### config.mk
export PLATFORM = sky130hd
export DESIGN_NAME = input_conditioner_4
export DESIGN_NICKNAME = d
export VERILOG_FILES = /design/src/rtl/input_conditioner_4.sv
export SDC_FILE = /design/constraint.sdc
export NUM_CORES = 1
export LEC_CHECK = 0
export BUFFER_PORTS_ARGS = -buffer_cell sky130_fd_sc_hd__buf_2
export CORE_ASPECT_RATIO = 0.6
export CORE_MARGIN = 1.5
export CORE_UTILIZATION = 45
export DETAILED_ROUTE_END_ITERATION = 8
export GPL_TIMING_DRIVEN = 0
export SKIP_CTS_REPAIR_TIMING = 1
export SLEW_MARGIN = 10
export SYNTH_ARGS = -nofsm -noshare
export SYNTH_HDL_FRONTEND = slang
export SYNTH_SLANG_ARGS = --single-unit
### constraint.sdc
create_clock -name clk -period 2.1 [get_ports clk]
set_input_delay 0.63 -clock clk [delete_from_list [all_inputs] [get_ports clk]]
set_output_delay 0.63 -clock clk [all_outputs]
set_load 0.005 [all_outputs]
### src/rtl/input_conditioner_4.sv
// input_conditioner_4: synchronises and debounces two push-buttons and two
// selection switches for the segment editor. Buttons become one-cycle press
// pulses, and switches become debounced levels. A press pulse is dropped when
// it lands in the same cycle as a change of the debounced selection.
module input_conditioner_4 #(
  parameter int DEBOUNCE_CYCLES = 1000000,
  parameter int SYNC_STAGES     = 2,
  parameter int BTN_ACTIVE_LOW  = 1
) (
  input  logic clk,
  input  logic sync_reset,
  input  logic btn_next_raw,
  input  logic btn_mode_raw,
  input  logic sw_h_raw,
  input  logic sw_l_raw,
  output logic next_segment_re,
  output logic change_mode_re,
  output logic sw_h_deb,
  output logic sw_l_deb
);

  // Channel order: 0 = btn_next, 1 = btn_mode, 2 = sw_h, 3 = sw_l.
  localparam int CW = (DEBOUNCE_CYCLES > 1) ? $clog2(DEBOUNCE_CYCLES) : 1;
  localparam logic [CW-1:0] CNT_MAX = CW'(DEBOUNCE_CYCLES - 1);
  localparam logic BTN_IDLE = (BTN_ACTIVE_LOW != 0) ? 1'b1 : 1'b0;
  // The synchroniser carries the raw pin level, so its idle value is the raw
  // released level. The polarity flip is applied on the synchroniser output.
  // This is equivalent to inverting before synchronising, and it lets the
  // reset value of the chain be the raw inactive level.
  localparam logic [3:0] IDLE_LEVEL = {1'b0, 1'b0, BTN_IDLE, BTN_IDLE};
  localparam logic [3:0] INVERT     = {1'b0, 1'b0, BTN_IDLE, BTN_IDLE};

  logic [3:0]             raw;
  logic [SYNC_STAGES-1:0] sync_chain [4];
  logic [CW-1:0]          cnt        [4];
  logic [CW-1:0]          cnt_next   [4];
  logic [3:0]             q;
  logic [3:0]             q_next;
  logic [3:0]             lvl;
  logic [3:0]             settle;
  logic                   sel_change;

  assign raw = {sw_l_raw, sw_h_raw, btn_mode_raw, btn_next_raw};

  // Debounce next-state: count while the synchronised level disagrees with q,
  // and adopt the level once it has disagreed for DEBOUNCE_CYCLES edges.
  always_comb begin
    for (int i = 0; i < 4; i++) begin
      lvl[i]      = sync_chain[i][SYNC_STAGES-1] ^ INVERT[i];
      settle[i]   = 1'b0;
      q_next[i]   = q[i];
      cnt_next[i] = '0;
      if (lvl[i] == q[i]) begin
        cnt_next[i] = '0;
      end else if (cnt[i] == CNT_MAX) begin
        settle[i]   = 1'b1;
        q_next[i]   = lvl[i];
        cnt_next[i] = '0;
      end else begin
        cnt_next[i] = cnt[i] + CW'(1);
      end
    end
    // A selection change becomes visible at the same edge as any press that
    // settles now, so both are judged from this edge's settle events.
    sel_change = settle[2] | settle[3];
  end

  // State registers: synchronisers, debounce counters, stable levels and the
  // registered press pulses (rising settle only, gated by selection change).
  always_ff @(posedge clk) begin
    if (sync_reset) begin
      for (int i = 0; i < 4; i++) begin
        sync_chain[i] <= {SYNC_STAGES{IDLE_LEVEL[i]}};
        cnt[i]        <= '0;
      end
      q               <= 4'b0000;
      next_segment_re <= 1'b0;
      change_mode_re  <= 1'b0;
    end else begin
      for (int i = 0; i < 4; i++) begin
        sync_chain[i] <= {sync_chain[i][SYNC_STAGES-2:0], raw[i]};
        cnt[i]        <= cnt_next[i];
      end
      q               <= q_next;
      next_segment_re <= settle[0] & lvl[0] & ~sel_change;
      change_mode_re  <= settle[1] & lvl[1] & ~sel_change;
    end
  end

  assign sw_h_deb = q[2];
  assign sw_l_deb = q[3];

endmodule

== Word-level counts from Yosys, hierarchy flattened ==
Memory sizes are Yosys's and may differ from the RTL's.
Index checks and enable logic that the tools add are counted.
Storage, ports and cells
  bits in registers: 6
  memory bits (writable): 88
  input port bits: 6
  word-level logic and storage cells: 71
  memories: 2
Operators by class
  add/sub/neg operators: 4
  equality and inequality tests: 8
  multiplexer cells: 27
  bitwise gates (word level): 20
  reduce and logical (&&, ||, !) cells: 4
Memories
  cnt: depth 4, bits a word 20, read ports 4, clocked after Yosys merged registers in 0, write ports 4, RTL line 35  | logic [CW-1:0] cnt [4];
  sync_chain: depth 4, bits a word 2, read ports 4, clocked after Yosys merged registers in 0, write ports 4, RTL line 34  | logic [SYNC_STAGES-1:0] sync_chain [4];
Operators with widths (number)
  $mux 20: 12
  $add 20x1->20 const B: 4
  $eq 20x20->1 const B: 4
  $mux 1: 11
  $or 1x1->1: 9
  $mux 2: 4
  $reduce_and 2->1: 4
  $not 1->1: 7
  $and 1x1->1: 4
  $eq 1x1->1: 4

== Depth between registers and ports, before layout ==
  depth in word-level cells: 6
  gate-level depth with buffers: 6
  gate-level depth less buffers: 5

== Least setup slack after synthesis ==
No wires, ideal clock.
  path kind: register -> register
  from: memory cnt[3][0] (netlist bit)
  to: memory cnt[3][10] (netlist bit)
  setup time: 0.117 ns
  data arrival time: 1.943 ns
  data required time: 1.983 ns
  slack: 0.040 ns
  cell stages (with the launch flop): 7
  buffers on the path: 1
  period minus slack after synthesis: 2.060 ns
  cells stage by stage: dfxtp_1 ha_1 nand3_1 or4_1 o21ai_2 buf_2 nor2_1
RTL lines (RTL line)
  start, declared: 35

==> impl_metrics.ini <==
[detailed_routing]
top_layer = met4
postRouteAntennaNets = 0
vias = 3271
wl_met1_um = 4500
wl_met2_um = 3428
dr_wl_met3_um = 325
drt-total-wl_um = 8366
drc = 0
first_pass_iters = 4
drt_iter0_drc = 216
drt-vias-per-instance = 5.416
avgRoutedWirePerCell_um = 13.85

[flow_run]
cap_violations = 0

[sta]
finalClockSkew_ps = 5.696
setup_ws_ps = -80.45
post-route-period-util = 1.038
timing.fmax_mhz = 458.6
grt_setup_unrepaired = yes
tightest_slew_ps = 458.9
min_period_ps = 2180
holdWs_ps = 419.0
setup_violations = 16
finalHoldViolCount = 0
max_slew_margin = 0.6941
slew_viol_final = 0
tns_ps = -731.7

[power_and_ir_drop]
totalPowerFinal_mw = 3.483
comb_power_share = 0.014
power_density_nw_per_um2 = 738.0
p_sw_frac = 0.1985
pwr-share-clk = 0.471
internal_power_mw = 2.792
p_switching_mw = 0.6915
seqPwrFrac = 0.515
irDropWorstVdd_mv = 0.4656
p_leak_nw = 1.454

[global_route]
grt_pass1_wl_um = 13830
antenna_found_initial = 0
grt_max_degree = 15
grt-ovfl-total = 0
grt_usage = 0.1797
grt_pass1_vias = 2947

[status]
violations = setup timing
status = complete, but fails checks

[floorplanning]
ioPinCount = 10
core_sq_um = 8686
dieHeight_um = 77.02
die-area_sq_um = 9732
initial_utilization = 0.4731
die_width_um = 126.4
fp-row-count = 26

[clocking]
cts_buffers = 9
clock_latency_ps = 340
clkTransAtPathRegs_ps = 60
cts_tree = yes
clk_path_buf_depth = 2
cts_num_sinks = 94
h-tree-depth = 3
cts_root_buffer = clkbuf_16

[layout]
final_util = 0.5434
syn2layout_area_growth_pct = 14.86
fillers = 785
final_common_cell = dfxtp_1
final_cell_mix = dfxtp_1, nor2_1, xnor2_1
layout-drive-gt1-share = 0.1280
antennaDiodeCount = 0
nets = 497

[worst_setup_path]
cp_max_fo = 8
crit_arrival_ps = 2410
critPathCaptureType = register
cp.required_ps = 2330
crit_type = register to register
startpoint_type = register

[synth]
synthArstFlopShare = 0
synth_fp_nets = 473
ys_seq_area_frac = 0.4580
synth_edf_count = 0
avgSynthCellArea_sq_um = 8.875
synth_area_sq_um = 4109
synthesis.yosys.warnings = 0
yosysUniqueCellTypes = 40
ys.flop_type = dfxtp_1
syn_inst = 463
synth-seq-cells = 94

[placed_design]
detailed_place_hpwl_um = 5890
portBuffers = 9
finalWeightedCongestion = 0.7514

[hold_path]
hp-class = register to register
[state kept, by name, summed over array words and instances (netlist names)]
name and cells:
q 4, next_segment_re 1, change_mode_re 1, cnt 80, sync_chain 8
[worst paths after layout]
| path | startpoint | to | slack [ps] | cells past startpoint |
|---|---|---|---|---|
| hold / removal | sync_chain[0][0]$_SDFF_PP1_ | sync_chain[0][1]$_SDFF_PP1_ | 420 | 1 |
| hold reg to reg | sync_chain[0][0]$_SDFF_PP1_ | sync_chain[0][1]$_SDFF_PP1_ | 420 | 1 |
| setup / recovery | cnt[2][13]$_SDFF_PP0_ | cnt[2][8]$_SDFF_PP0_ | -80 | 5 |
| setup reg to reg | cnt[2][13]$_SDFF_PP0_ | cnt[2][8]$_SDFF_PP0_ | -80 | 5 |
[layer usage]
metal | vias to the layer above | GRT usage
li1 | 1700 | -
met1 | 1516 | 0.2439
met2 | 43 | 0.2667
met3 | 12 | 0.06141
met4 | 0 | 0.06092
met5 | - | 0
[metrics by stage]
step / instances / setup WS, ps / area [sq um]
after global placement: 584 / -353.0 / 4294
final: 604 / -80.45 / 4720
after CTS: 600 / -395.8 / 4596
after floorplan: 463 / 39.59 / 4109
after detailed placement: 584 / -385.4 / 4294
after global routing: 604 / -133.7 / 4720
[worst max-delay path, cell delays in order (launching register included)]
cell,delay [ps]
dfxtp_4,360
or4b_4,540
or4_4,580
o21ai_4,340
buf_6,190
nor2_1,50
[cells by family after synthesis]
logic type / after synthesis / synth area share
and+or+nand+nor: 233 / 0.3015
DFF: 94 / 0.4580
xor gates and xnor gates: 58 / 0.1236
AOI/OAI and AO/OA: 50 / 0.07795
buffers and inverters: 23 / 0.02314
adders and majority gates: 4 / 0.01218
muxes: 1 / 0.003653
[cells in the mapped netlist, types with 2 or more instances]
cell	n	share of area
nor2b_1	5	0.0076
o31ai_1	13	0.024
or4b_1	3	0.0073
nand3_1	25	0.030
dfxtp_1	94	0.46
or3_1	11	0.017
and2_1	5	0.0076
and4_1	7	0.015
o2111a_1	2	0.0055
o21ai_0	9	0.011
and3_1	8	0.012
nor2_1	75	0.069
or2_2	4	0.0061
a21oi_1	21	0.026
and2b_1	2	0.0037
or4_1	12	0.022
nand4_1	22	0.033
inv_1	12	0.011
ha_1	4	0.012
nand2_1	23	0.021
nor4_1	13	0.020
and3_2	2	0.0037
clkbuf_1	9	0.0082
xnor2_1	34	0.072
nor3_1	10	0.012
xor2_1	24	0.051
[power groups by stage]
stage / Sequential (mW) / Combinational, mW / Clock [mW]
2_1_floorplan: 1.84 / 0.0262 / 0
3_3_place_gp: 1.84 / 0.0413 / 0
3_5_place_dp: 1.84 / 0.0417 / 0
4_1_cts: 1.80 / 0.0419 / 1.68
5_1_grt: 1.79 / 0.0552 / 1.74
6_report: 1.79 / 0.0489 / 1.64
[final cells by class]
cell class | count | area, sq um | area share
Tap cell | 112 | 140.1 | 0.02969
Multi-Input combinational cell | 346 | 2187 | 0.4634
Timing Repair Buffer | 15 | 105.1 | 0.02227
Clock buffer | 12 | 256.5 | 0.05435
Clock inverter | 4 | 45.04 | 0.009544
Sequential cell | 94 | 1893 | 0.4011
Inverter | 12 | 45.04 | 0.009544
Buffer | 9 | 47.55 | 0.01007
Power figures use the tool's default switching activity.
